==> config.mk <==
export PLATFORM = sky130hd
export DESIGN_NAME = branch_resolve_unit
export DESIGN_NICKNAME = d
export VERILOG_FILES = /design/src/rtl/bp_pkg.sv /design/src/rtl/bp_pred_fifo.sv /design/src/rtl/branch_resolve_unit.sv
export SDC_FILE = /design/constraint.sdc
export NUM_CORES = 1
export LEC_CHECK = 0
export ABC_AREA = 1
export CAP_MARGIN = 10
export CORE_MARGIN = 3
export CORE_UTILIZATION = 40
export CTS_CLUSTER_SIZE = 28
export DETAILED_ROUTE_END_ITERATION = 7
export SYNTH_ARGS = -nofsm -noshare
export SYNTH_HDL_FRONTEND = slang
export SYNTH_SLANG_ARGS = --single-unit
==> constraint.sdc <==
create_clock -name clk -period 6.9 [get_ports clk]
set_input_delay 1.035 -clock clk [delete_from_list [all_inputs] [get_ports clk]]
set_output_delay 1.035 -clock clk [all_outputs]
set_load 0.01 [all_outputs]
==> src/rtl/bp_pkg.sv <==
// -----------------------------------------------------------------------------
// bp_pkg
// Shared types and constants for the fetch-side predictor and the execute-side
// branch resolve unit.
//   BP_WIDTH   : default PC/target width of the predictor datapath
//   PC_STEP    : byte distance to the sequential (fall-through) instruction
//   bp_entry_t : one in-flight prediction {pc, taken, target, ld} at BP_WIDTH
// -----------------------------------------------------------------------------
package bp_pkg;

    localparam int BP_WIDTH = 32;
    localparam int PC_STEP  = 4;

    typedef struct packed {
        logic [BP_WIDTH-1:0] pc;
        logic                taken;
        logic [BP_WIDTH-1:0] target;
        logic                ld;
    } bp_entry_t;

endpackage

==> src/rtl/bp_pred_fifo.sv <==
// -----------------------------------------------------------------------------
// bp_pred_fifo
// In-order storage for predictions issued at fetch and awaiting resolution.
// The caller guarantees it never pushes into a full FIFO without a pop and
// never pops an empty one; clear has priority over push and pop.
//   clk, rst     : clock, asynchronous active-low reset
//   push, wdata  : append wdata at the tail
//   pop          : retire the head entry
//   clear        : discard every entry (flush / wrong-path squash)
//   head         : oldest entry, valid while !empty
//   full, empty  : registered occupancy flags for the current pointer state
// -----------------------------------------------------------------------------
module bp_pred_fifo #(
    parameter int DATA_W = 66,
    parameter int DEPTH  = 4
) (
    input  logic              clk,
    input  logic              rst,
    input  logic              push,
    input  logic              pop,
    input  logic              clear,
    input  logic [DATA_W-1:0] wdata,
    output logic [DATA_W-1:0] head,
    output logic              full,
    output logic              empty
);

    localparam int AW = $clog2(DEPTH);

    // One extra pointer bit distinguishes full from empty when the index
    // bits are equal.
    logic [AW:0]       wr_ptr, rd_ptr;
    logic [AW:0]       wr_ptr_nxt, rd_ptr_nxt;
    logic [DATA_W-1:0] mem [DEPTH];

    // NOTE: every variable assigned in always_comb gets a default first, so
    // no path can leave it unassigned and infer a latch.
    always_comb begin
        wr_ptr_nxt = wr_ptr;
        rd_ptr_nxt = rd_ptr;
        if (clear) begin
            wr_ptr_nxt = '0;
            rd_ptr_nxt = '0;
        end else begin
            if (push) wr_ptr_nxt = wr_ptr + (AW+1)'(1);
            if (pop)  rd_ptr_nxt = rd_ptr + (AW+1)'(1);
        end
    end

    // NOTE: state is updated with non-blocking assignments so every register
    // samples pre-edge values regardless of block ordering.
    always_ff @(posedge clk or negedge rst) begin
        if (!rst) begin
            wr_ptr <= '0;
            rd_ptr <= '0;
            full   <= 1'b0;
            empty  <= 1'b1;
        end else begin
            wr_ptr <= wr_ptr_nxt;
            rd_ptr <= rd_ptr_nxt;
            full   <= (wr_ptr_nxt[AW] != rd_ptr_nxt[AW]) &&
                      (wr_ptr_nxt[AW-1:0] == rd_ptr_nxt[AW-1:0]);
            empty  <= (wr_ptr_nxt == rd_ptr_nxt);
        end
    end

    // NOTE: the storage array is deliberately not reset; the pointers alone
    // define which slots hold live data, so the array stays plain RAM.
    always_ff @(posedge clk) begin
        if (push && !clear) mem[wr_ptr[AW-1:0]] <= wdata;
    end

    assign head = mem[rd_ptr[AW-1:0]];

endmodule

==> src/rtl/branch_resolve_unit.sv <==
// -----------------------------------------------------------------------------
// branch_resolve_unit
// Matches each prediction issued at fetch against the branch outcome resolved
// in EX, in program order. Produces the predictor/loop-detector training
// update, a fetch redirect on mispredict, saturating accuracy counters and
// sticky protocol-error flags.
//   clk, rst                  : clock, asynchronous active-low reset
//   pred_*_F                  : prediction issued at fetch (pc/taken/target/ld)
//   flush                     : external flush, kills all in-flight entries
//   res_*_EX                  : resolved branch (pc/taken/target)
//   full, empty               : prediction FIFO occupancy (registered)
//   upd_valid/pc/taken/ld_clr : training update, one cycle after resolution
//   redirect_valid/pc         : mispredict redirect, one cycle after resolution
//   resolved_cnt, mispred_cnt, ld_mispred_cnt : saturating statistics
//   err_seq, err_ovf          : sticky sequencing / overflow errors
// -----------------------------------------------------------------------------
module branch_resolve_unit
    import bp_pkg::*;
#(
    parameter int WIDTH = 32,
    parameter int DEPTH = 4,
    parameter int CNT_W = 16
) (
    input  logic             clk,
    input  logic             rst,
    input  logic             pred_valid_F,
    input  logic [WIDTH-1:0] pred_pc_F,
    input  logic             pred_taken_F,
    input  logic [WIDTH-1:0] pred_target_F,
    input  logic             pred_ld_F,
    input  logic             flush,
    input  logic             res_valid_EX,
    input  logic [WIDTH-1:0] res_pc_EX,
    input  logic             res_taken_EX,
    input  logic [WIDTH-1:0] res_target_EX,
    output logic             full,
    output logic             empty,
    output logic             upd_valid,
    output logic [WIDTH-1:0] upd_pc,
    output logic             upd_taken,
    output logic             upd_ld_clr,
    output logic             redirect_valid,
    output logic [WIDTH-1:0] redirect_pc,
    output logic [CNT_W-1:0] resolved_cnt,
    output logic [CNT_W-1:0] mispred_cnt,
    output logic [CNT_W-1:0] ld_mispred_cnt,
    output logic             err_seq,
    output logic             err_ovf
);

    // Same field layout as bp_entry_t, sized to this instance's WIDTH.
    typedef struct packed {
        logic [WIDTH-1:0] pc;
        logic             taken;
        logic [WIDTH-1:0] target;
        logic             ld;
    } entry_t;

    localparam int ENTRY_W = $bits(entry_t);

    entry_t             wr_entry;
    entry_t             head_entry;
    logic [ENTRY_W-1:0] head_bits;

    logic             do_pop;
    logic             pc_mismatch;
    logic             mispredict;
    logic             fifo_push;
    logic             fifo_clear;
    logic             seq_err;
    logic             ovf_err;
    logic [WIDTH-1:0] corrected_pc;

    function automatic logic [CNT_W-1:0] sat_inc(input logic [CNT_W-1:0] v);
        return (&v) ? v : v + CNT_W'(1);
    endfunction

    assign wr_entry = '{pc:     pred_pc_F,
                        taken:  pred_taken_F,
                        target: pred_target_F,
                        ld:     pred_ld_F};

    bp_pred_fifo #(
        .DATA_W (ENTRY_W),
        .DEPTH  (DEPTH)
    ) u_fifo (
        .clk   (clk),
        .rst   (rst),
        .push  (fifo_push),
        .pop   (do_pop),
        .clear (fifo_clear),
        .wdata (wr_entry),
        .head  (head_bits),
        .full  (full),
        .empty (empty)
    );

    assign head_entry = entry_t'(head_bits);

    always_comb begin
        do_pop      = res_valid_EX && !empty && !flush;
        pc_mismatch = (head_entry.pc != res_pc_EX);
        mispredict  = do_pop &&
                      ((head_entry.taken != res_taken_EX) ||
                       (res_taken_EX && (head_entry.target != res_target_EX)) ||
                       pc_mismatch);
        // A mispredict squashes everything younger, including a prediction
        // arriving this very cycle, which is wrong-path and not an overflow.
        fifo_push   = pred_valid_F && !flush && !mispredict && (!full || do_pop);
        fifo_clear  = flush || mispredict;
        seq_err     = !flush && res_valid_EX && (empty || pc_mismatch);
        ovf_err     = !flush && pred_valid_F && full && !do_pop;
        corrected_pc = res_taken_EX ? res_target_EX
                                    : res_pc_EX + WIDTH'(PC_STEP);
    end

    always_ff @(posedge clk or negedge rst) begin
        if (!rst) begin
            upd_valid      <= 1'b0;
            upd_pc         <= '0;
            upd_taken      <= 1'b0;
            upd_ld_clr     <= 1'b0;
            redirect_valid <= 1'b0;
            redirect_pc    <= '0;
            resolved_cnt   <= '0;
            mispred_cnt    <= '0;
            ld_mispred_cnt <= '0;
            err_seq        <= 1'b0;
            err_ovf        <= 1'b0;
        end else begin
            upd_valid      <= do_pop;
            upd_ld_clr     <= mispredict && head_entry.ld;
            redirect_valid <= mispredict;
            if (do_pop) begin
                upd_pc       <= res_pc_EX;
                upd_taken    <= res_taken_EX;
                resolved_cnt <= sat_inc(resolved_cnt);
            end
            if (mispredict) begin
                redirect_pc <= corrected_pc;
                mispred_cnt <= sat_inc(mispred_cnt);
                if (head_entry.ld) ld_mispred_cnt <= sat_inc(ld_mispred_cnt);
            end
            if (seq_err) err_seq <= 1'b1;
            if (ovf_err) err_ovf <= 1'b1;
        end
    end

endmodule

==> results of run 1 <==
==> final timing paths <==
path / slack [ps] / start / endpoint / depth (start not counted)
worst min register to register: 480 / err_seq / err_seq / 1
worst min-delay path: 460 / rst / ld_mispred_cnt[8] / 1
max in group asynchronous: 5080 / rst / u_fifo.rd_ptr[1] / 2
worst max-delay path: 1550 / u_fifo.rd_ptr[0] / ld_mispred_cnt[10] / 18
min in group clk: 480 / err_seq / err_seq / 1
worst max register to register: 1550 / u_fifo.rd_ptr[0] / ld_mispred_cnt[10] / 18
==> metrics by stage <==
step	hold slack (ps)	cell area [um^2]	total power, uW	setup WS [ps]
2_1_floorplan	512	17200	3510	1360
3_3_place_gp	451	20300	4280	1690
3_5_place_dp	464	20300	4280	1610
4_1_cts	452	21700	6540	1600
5_1_grt	476	21700	6780	1100
6_report	458	21700	6480	1550
==> cell families (layout without fill, tap and decap cells) <==
group | count (synthesis) | after routing | synth area share
adder cells (fa/ha/maj) | 9 | 9 | 0.00655
flip-flops | 390 | 390 | 0.644
AO/OA/AOI/OAI | 101 | 101 | 0.0312
XOR/XNOR | 109 | 109 | 0.0555
buffers and inverters | 165 | 449 | 0.0424
AND/OR/NAND/NOR | 898 | 898 | 0.220
other | 0 | 3 | 0
==> power groups by stage <==
stage | clock network, uW | logic [uW] | registers [uW]
3_5_place_dp | 0 | 1310 | 2980
6_report | 2240 | 1300 | 2940
2_1_floorplan | 0 | 455 | 3050
5_1_grt | 2380 | 1430 | 2970
4_1_cts | 2290 | 1310 | 2940
3_3_place_gp | 0 | 1300 | 2980
==> layout by cell type, fill, tap and decap left out, types with 8 or more instances in the layout <==
cell and count:
edfxtp_1 264, xnor2_1 20, nand2_1 567, a31oi_1 14, clkbuf_16 43, clkinv_2 8, ha_1 9, o21ai_0 64
nand4_1 24, inv_1 95, nor2_1 85, clkdlybuf4s50_1 254, clkbuf_1 12, dfrtp_1 123, a21oi_1 13, nor3_1 12
xor2_1 89, nand3b_1 9, buf_4 13, nand3_1 176
==> layer usage <==
layer / vias to the layer above / share of wire / wire, um / global-route usage
met5: - / 0.00026 / 13 / 0
met4: 2 / 0.028 / 1400 / 0.0697
met3: 74 / 0.079 / 4000 / 0.0470
met2: 450 / 0.46 / 23300 / 0.359
met1: 6066 / 0.43 / 21800 / 0.302
li1: 6090 / - / - / -
==> sequential cells by signal, indices dropped and copies added, names as in the netlist, 3 cells and up <==
name / flops
resolved_cnt: 16
ld_mispred_cnt: 16
upd_pc: 32
mispred_cnt: 16
u_fifo.mem: 264
u_fifo.rd_ptr: 3
redirect_pc: 32
u_fifo.wr_ptr: 3
==> cell type report <==
cell class	instances	area (um^2)
fill	3775	20500
sequential	390	11100
multi-input combinational	1117	5420
timing repair buffer	272	2730
clock buffer	59	1180
tap	539	674
inverter	99	374
clock inverter	19	204
antenna	3	7.51
==> impl_metrics.json, run 1 <==
{
  "outcome": "completed",
  "power.share.sequential": 0.453,
  "finalCritPeriodShare": 0.776,
  "cts_buffers": 42,
  "cts.clk_slew.worst_paths_ps": 60,
  "slew_viol_final": 0,
  "die_width_um": 213,
  "peakVddDrop_v": 0.000160,
  "fin_tns_setup_ps": 0,
  "drc": 0,
  "grt_max_degree": 113,
  "nNetsFinal": 2067,
  "cp_num_buf_inv": 4,
  "synthToLayoutAreaGrowth_pct": 26.0,
  "drt-total-wl_um": 50600,
  "tightest_slew_ps": 1300,
  "power_density_nw_per_um2": 299,
  "synth-async-reset-ratio": 0.323,
  "syn-instance-count": 1672,
  "p_comb_frac": 0.201,
  "cp_slowest_stage_delay_ps": 890,
  "cp_slowest_cell": "buf_4",
  "core_area_um2": 42200,
  "fmax_mhz": 187,
  "synthTopCellsByCount": "nand2_1, edfxtp_1, nand3_1",
  "cts_root_buffer": "clkbuf_16",
  "crit_family": "buffers and inverters",
  "slew_headroom": 0.135,
  "hp-class": "primary input to async pin",
  "syn-cell-area_um2": 17200,
  "cts_setup_buffers": 0,
  "vias_per_cell": 5.08,
  "max-cap-violations": 0,
  "io_buffers": 255,
  "final_util": 0.513,
  "cp.required_ps": 7330,
  "yosys_warnings": 0,
  "boundaryPins": 256,
  "setup_violations": 0,
  "dieArea_um2": 45500,
  "cp_common_cell": "nand2_1",
  "fp-row-count": 75,
  "cts_tree": "yes",
  "fin_skew_ps": 23.5,
  "dpl.hpwl_um": 34300,
  "antenna_found_initial": 5,
  "synth-seq-area-share": 0.644,
  "end_kind": "register",
  "holdBufCountCts": 0,
  "crit_arrival_ps": 5790,
  "die_h_um": 213,
  "ys_types": 37,
  "first_global_vias": 12600,
  "crit_type": "register to register",
  "start_util": 0.407,
  "clock_power_share": 0.346,
  "post-synth-top-count-cell": "nand2_1",
  "grt-ovfl-total": 0,
  "yosysTopAreaCell": "edfxtp_1",
  "min_period_ps": 5350,
  "hold_viol_final": 0,
  "dr.pass1.iters": 5,
  "stdcell_count": 2498,
  "drt_iter0_drc": 1176,
  "clock_latency_ps": 570,
  "worstPathCellList": "clkinv_2 > buf_4 > nand2_1 > nand3_1 > nand2_1 > xor2_1 > nand4_1 > nor2_1 > nand2_1 > nor2_1 > nand2_1 > nand2_2 > buf_4 > inv_2 > nand3_2 > nor2_1 > nand3_1 > xnor2_1",
  "ys_top_cells_by_area": "edfxtp_1, dfrtp_1, nand2_1",
  "synth_area_per_cell_um2": 10.3,
  "grt_pass1_wl_um": 75800,
  "ys_ff_latch": 390,
  "critPathLaunchType": "register",
  "crit_path_max_fanout": 98,
  "post_cts_resized": 0,
  "p_int_uw": 4720,
  "routed-via-count": 12700,
  "antenna_left": 0,
  "routabilityCongestion": 0.837,
  "synth_edf_count": 264,
  "synth-main-ff-cell": "edfxtp_1",
  "h-tree-depth": 2,
  "rsz0062_at_grt": "no",
  "synth_top_cell_area_share": 0.461,
  "dp.cells": 2417,
  "clkSinkCount": 390,
  "cts_max_path_buffers": 3,
  "synth_nets": 1817,
  "switching_share": 0.272,
  "drive_above_1_share": 0.0557,
  "p_leak_uw": 0.00884,
  "track_usage": 0.222,
  "wl_per_cell_um": 20.2,
  "switchingPower_uw": 1770
}
(Power assumes the default switching activity.)
==> inputs of run 2 (changes only) <==
==> constraint.sdc (replaced) <==
create_clock -name clk -period 4.9 [get_ports clk]
set_input_delay 0.735 -clock clk [delete_from_list [all_inputs] [get_ports clk]]
set_output_delay 0.735 -clock clk [all_outputs]
set_load 0.01 [all_outputs]
==> impl_metrics.json, run 2 (synthesis results as in run 1) <==
{
  "hold_viol_final": 0,
  "cts_tree": "yes",
  "min_period_ps": 3860,
  "p_comb_frac": 0.202,
  "post_cts_resized": 0,
  "slew_viol_final": 0,
  "power_density_nw_per_um2": 423,
  "power.share.sequential": 0.450,
  "track_usage": 0.224,
  "grt_pass1_wl_um": 76300,
  "finalWorstSetupSlack_ps": 1040,
  "p_leak_uw": 0.00893,
  "total_power_uw": 9240,
  "nFillCells": 3739,
  "switching_share": 0.274,
  "worstPathCellList": "clkdlybuf4s50_1 > ha_1 > nand2_1 > nor3_2 > nand3_1 > nor3_2 > nand4_1 > nor3_2 > nand3_1 > nor2_1 > nand2_1 > xor2_1 > nand2_1 > a21oi_1",
  "end_kind": "register",
  "drive_above_1_share": 0.0589,
  "grt-ovfl-total": 0,
  "pre_cts_ws_ps": 514,
  "cts_setup_buffers": 0,
  "cp_slowest_stage_delay_ps": 660,
  "routabilityCongestion": 0.855,
  "die_width_um": 213,
  "routed-via-count": 12700,
  "drt-total-wl_um": 51400,
  "nNetsFinal": 2079,
  "clkSinkCount": 390,
  "antenna_left": 0,
  "crit_type": "primary input to register",
  "cts_buffers": 43,
  "start_util": 0.407,
  "cts_max_path_buffers": 3,
  "drt_iter0_drc": 1091,
  "vias_per_cell": 5.08,
  "finalCritPeriodShare": 0.787,
  "p_int_uw": 6710,
  "slew_headroom": 0.345,
  "antenna_found_initial": 6,
  "dr.pass1.iters": 5,
  "max-cap-violations": 0,
  "largest_reg_flops": 264,
  "hp-class": "primary input to async pin",
  "cp_slowest_cell": "clkdlybuf4s50_1",
  "first_global_vias": 12200,
  "core_area_um2": 42200,
  "cts.clk_slew.worst_paths_ps": 60,
  "wl_per_cell_um": 20.5,
  "most-common-layout-cells": "nand2_1, edfxtp_1, clkdlybuf4s50_1",
  "io_buffers": 255,
  "crit_family": "simple AND/OR/NAND/NOR gates",
  "switchingPower_uw": 2530,
  "clock_latency_ps": 570,
  "synthToLayoutAreaGrowth_pct": 27.1,
  "fp-row-count": 75,
  "fmax_mhz": 259,
  "dpl.hpwl_um": 35600,
  "holdBufCountCts": 0,
  "outcome": "completed",
  "rsz0062_at_grt": "no",
  "peakVddDrop_v": 0.000250,
  "dieArea_um2": 45500,
  "crit_arrival_ps": 4350,
  "cp.required_ps": 5390,
  "fin_skew_ps": 25.0,
  "cts_root_buffer": "clkbuf_16",
  "drc": 0,
  "cp_num_buf_inv": 1,
  "tightest_slew_ps": 982,
  "h-tree-depth": 2,
  "die_h_um": 213,
  "setup_violations": 0,
  "boundaryPins": 256,
  "fin_tns_setup_ps": 0,
  "critPathLaunchType": "primary input",
  "final_common_cell": "nand2_1",
  "grt_max_degree": 96,
  "clock_power_share": 0.348,
  "crit_path_max_fanout": 4
}
[run 2: final timing paths]
path                             startpoint                 end  slack, ps  depth (start not counted)
max                            res_pc_EX[2]     redirect_pc[30]       1040                         14
min                                     rst  ld_mispred_cnt[10]        290                          1
max reg2reg                u_fifo.rd_ptr[1]   u_fifo.mem[2][63]       1130                         14
min reg2reg                       upd_pc[9]           upd_pc[9]        480                          2
max in group asynchronous               rst     redirect_pc[31]       3560                          2
min in group clk                  upd_pc[9]           upd_pc[9]        480                          2
[run 2: through the flow]
step | util | instances | hold WS, ps | instance area, um^2
after CTS | 0.517 | 2507 | 326 | 21900
final | 0.518 | 2510 | 294 | 21900
after detailed placement | 0.484 | 2428 | 466 | 20400
after global placement | 0.484 | 2428 | 467 | 20400
after floorplan | - | 1672 | 439 | 17200
after global routing | 0.518 | 2510 | 358 | 21900
[run 2: power by group through the flow]
stage          logic [uW]  registers, uW  clock network, uW
2_1_floorplan         641           4300                  0
6_report             1870           4160               3220
3_5_place_dp         1880           4220                  0
5_1_grt              2060           4200               3390
3_3_place_gp         1860           4220                  0
4_1_cts              1890           4170               3270
[run 2: worst register-to-register path: cells and delay by family, from the launching register on]
| family | cells | cell delay, ps |
|---|---|---|
| xor gates and xnor gates | 1 | 160 |
| buffers and inverters | 3 | 1130 |
| DFF | 1 | 430 |
| and+or+nand+nor | 10 | 1660 |
[run 2: metal layers]
metal / track usage / up-vias / routed length [um]
li1: - / 6119 / -
met1: 0.302 / 6177 / 22400
met2: 0.371 / 378 / 24400
met3: 0.0516 / 69 / 3620
met4: 0.0577 / 6 / 994
met5: 0 / - / 47
[run 2: cell type report]
cell class,instances,area (um^2),area share
multi-input combinational,1117,5420,0.248
sequential,390,11100,0.507
timing repair buffer,283,2890,0.132
clock inverter,8,114,0.00521
inverter,99,373,0.0171
tap,539,674,0.0309
clock buffer,71,1290,0.0591
antenna,3,7.51,0.000343
==> RTL change 1: new RTL, settings of run 1 <==
Make the reset (`rst`) synchronous in 2 clocked blocks. Comments in the files are not updated.
--- a/src/rtl/bp_pred_fifo.sv
+++ b/src/rtl/bp_pred_fifo.sv
@@ -49,7 +49,7 @@
 
     // NOTE: state is updated with non-blocking assignments so every register
     // samples pre-edge values regardless of block ordering.
-    always_ff @(posedge clk or negedge rst) begin
+    always_ff @(posedge clk) begin
         if (!rst) begin
             wr_ptr <= '0;
             rd_ptr <= '0;
--- a/src/rtl/branch_resolve_unit.sv
+++ b/src/rtl/branch_resolve_unit.sv
@@ -114,7 +114,7 @@
                                     : res_pc_EX + WIDTH'(PC_STEP);
     end
 
-    always_ff @(posedge clk or negedge rst) begin
+    always_ff @(posedge clk) begin
         if (!rst) begin
             upd_valid      <= 1'b0;
             upd_pc         <= '0;
Function: differs if rst is asserted again (counterexample within 4 cycles, from zero or initial values and one cycle with rst low); with rst held inactive, the same outputs for 4 cycles.
==> RTL change 1 against run 1 <==
- area after synthesis decreased by 0.77%
- wire length up 3.8%
- sequential cell count unchanged
- fmax is 10% higher
- largest cell class unchanged
- critical endpoint is now u_fifo.mem[0][41]
- critical path type unchanged
- global-route usage up 0.67 points
- cell area shrank 1.4%
- worst setup slack gained 0.50 ns
- die area down 0.75%
Power is not compared: it rests on default switching activity, and its combinational part moved more than twofold at a synthesized area within 25%.
==> RTL change 1: results <==
[run_status]
status = complete, no violations

[final_layout]
nNetsFinal = 2167
diodes = 0

[route]
wl_met3_um = 4100
route.met2.wl_um = 23900
route.detailed.wl_per_inst_um = 20.2
met1_length_um = 23100

[yosys]
postSynthCellCount = 1792
synthAdderAreaFrac_pct = 0.660
synthMuxAreaShare_pct = 0.0586
syn-num-nets = 1937
async_reset_ff_share_pct = 0
synth_compound_area_share_pct = 6.68

[placement]
dpl-instance-area_sq_um = 20000
place_congestion = 0.832
dpl_worst_slack_ns = 2.11
hpwl_um = 35800

[timing]
min_period_over_period_pct = 70.4
tightest_slew_ns = 1.13
timing.hold.ws_ns = 0.477

[hold_path]
worstHoldPathType = register to register

[grt]
use_met3_pct = 4.59
grt_pass1_wl_um = 77800
grt_max_degree = 98
antenna_found_initial = 3

[setup_path]
crit_family = simple AND/OR/NAND/NOR gates
crit_fanout = 78
crit_start = u_fifo.rd_ptr[0]
rr_endpoint = u_fifo.mem[0][41]
max_stage_delay_ns = 0.93
==> RTL change 1: power breakdown <==
part | switching, mW | internal (mW) | leakage, nW | total [mW]
Combinational | 0.227 | 0.156 | 3.84 | 0.382
Clock | 0.930 | 1.27 | 0.665 | 2.20
Sequential | 0.0195 | 2.54 | 3.42 | 2.56
==> RTL change 1: cells by family (layout without fill, tap and decap cells) <==
kind of cell,Yosys count,count (layout)
AO/OA/AOI/OAI,223,223
XOR/XNOR,73,73
multiplexers,1,1
flip-flops,390,390
AND/OR/NAND/NOR,906,906
adder cells (fa/ha/maj),9,9
buffers and inverters,190,456
==> RTL change 1: layout make-up <==
cell class / count / area [sq um]
tap: 539 / 674
inverter: 108 / 412
multi-input combinational: 1212 / 5800
clock inverter: 22 / 134
timing repair buffer: 266 / 2690
clock buffer: 60 / 1210
sequential: 390 / 10500
fill: 3881 / 20700
==> RTL change 2: new RTL, config.mk and constraints of run 1 <==
Without the edit above. Set the parameter `CNT_W` to 32 (it was 16).
--- a/src/rtl/branch_resolve_unit.sv
+++ b/src/rtl/branch_resolve_unit.sv
@@ -19,7 +19,7 @@
 #(
     parameter int WIDTH = 32,
     parameter int DEPTH = 4,
-    parameter int CNT_W = 16
+    parameter int CNT_W = 32
 ) (
     input  logic             clk,
     input  logic             rst,
Ports: changed (resized ld_mispred_cnt, mispred_cnt and resolved_cnt); port bits go from 256 to 304. The function was not compared with the original's and may differ.
==> RTL change 2 against run 1 <==
- sequential cell count increased by 48
- worst setup slack gained 0.50 ns
- area after synthesis rose by 15%
- cell area up 16%
- total power up 13%
- fmax is 10% higher
- clock skew is 0.0023 ns higher
- wire length up 21%
- first-iteration DRC count increased by 29%
- critical path type unchanged
==> RTL change 2: results <==
[setup_path]
rr_worst_depth = 16
crit_fanout = 78
crit_end = u_fifo.mem[0][57]

[yosys]
async_reset_ff_share_pct = 39.7
yosys-top-cells-count = nand2_1 (658), edfxtp_1 (264), nand3_1 (188), dfrtp_1 (173), xor2_1 (132)
synth_seq_area_share_pct = 62.1
syn-num-nets = 2144
netlist_top_cells_area = edfxtp_1 (40%), dfrtp_1 (22%), nand2_1 (12%)

[grt]
grt_pass1_wl_um = 92700
grt_pass1_vias = 15100
grt_max_degree = 112
grt_usage_pct = 23.1

[final_layout]
nNetsFinal = 2450
fill_cells = 4333
drive_above_1_share_pct = 5.03

[pwr]
swShare_pct = 27.6
peakVddDrop_uv = 175
power.leakage_nw = 10.3

[timing]
tightest_slew_ns = 0.968

[hold_path]
worstHoldPathType = register to register

[cts]
cts_buffers = 49

[placement]
dpl_worst_slack_ns = 2.11
numPortBuffers = 303

[route]
route.detailed.wl_per_inst_um = 20.3

[run_status]
status = complete, no violations
[RTL change 2: cell families after synthesis]
logic type                 synth area share (%)
buffers and inverters                      4.18
DFF                                        62.1
AOI/OAI and AO/OA                          2.75
adders and majority gates                 0.569
xor gates and xnor gates                   6.99
and+or+nand+nor                            23.5
[RTL change 2: how the worst min path moves through the flow]
stage	endpoint	slack [ns]
after CTS	upd_pc[28]	0.47
final	upd_pc[28]	0.47
after floorplan	upd_pc[0]	0.51
after detailed placement	upd_pc[28]	0.46
after global routing	upd_pc[28]	0.49
after global placement	upd_pc[28]	0.45
[RTL change 2: layer usage]
| metal | wire, um | track usage (%) |
|---|---|---|
| met5 | 27 | 0 |
| met4 | 1580 | 6.75 |
| met3 | 4480 | 4.14 |
| met2 | 27500 | 36.2 |
| met1 | 27500 | 32.9 |
[RTL change 2: per-stage QoR]
stage | instances | cell area, sq um
2_1_floorplan | 1999 | 19800
3_3_place_gp | 2910 | 23500
3_5_place_dp | 2910 | 23500
4_1_cts | 3001 | 25200
5_1_grt | 3001 | 25200
6_report | 3002 | 25200
[RTL change 2: area by class of cell]
class | instances | area (sq um) | area share [%]
antenna | 1 | 2.50 | 0.00995
clock buffer | 66 | 1350 | 5.37
clock inverter | 25 | 275 | 1.09
inverter | 125 | 472 | 1.88
multi-input combinational | 1368 | 6720 | 26.7
sequential | 438 | 12300 | 48.8
tap | 656 | 821 | 3.26
timing repair buffer | 323 | 3220 | 12.8
[RTL change 2: worst max-delay path: stages, from the launching register on]
cell	delay (ns)
dfrtp_4	0.72
inv_4	0.72
buf_4	0.45
nand2_1	0.08
nand3_1	0.08
nand2_1	0.09
xor2_1	0.15
nor2_1	0.13
nand2_1	0.08
nor2_1	0.11
nand2_1	0.18
nor2_4	0.20
nand2_1	0.10
nand2_2	0.09
nand2_2	0.17
nor2_4	0.60
buf_12	0.38
[RTL change 2: power groups by stage]
| stage | registers, mW | logic [mW] | clock network (mW) |
|---|---|---|---|
| 4_1_cts | 3.28 | 1.43 | 2.69 |
| 3_3_place_gp | 3.32 | 1.42 | 0 |
| 3_5_place_dp | 3.33 | 1.42 | 0 |
| 2_1_floorplan | 3.38 | 0.491 | 0 |
| 5_1_grt | 3.31 | 1.55 | 2.80 |
| 6_report | 3.28 | 1.42 | 2.64 |
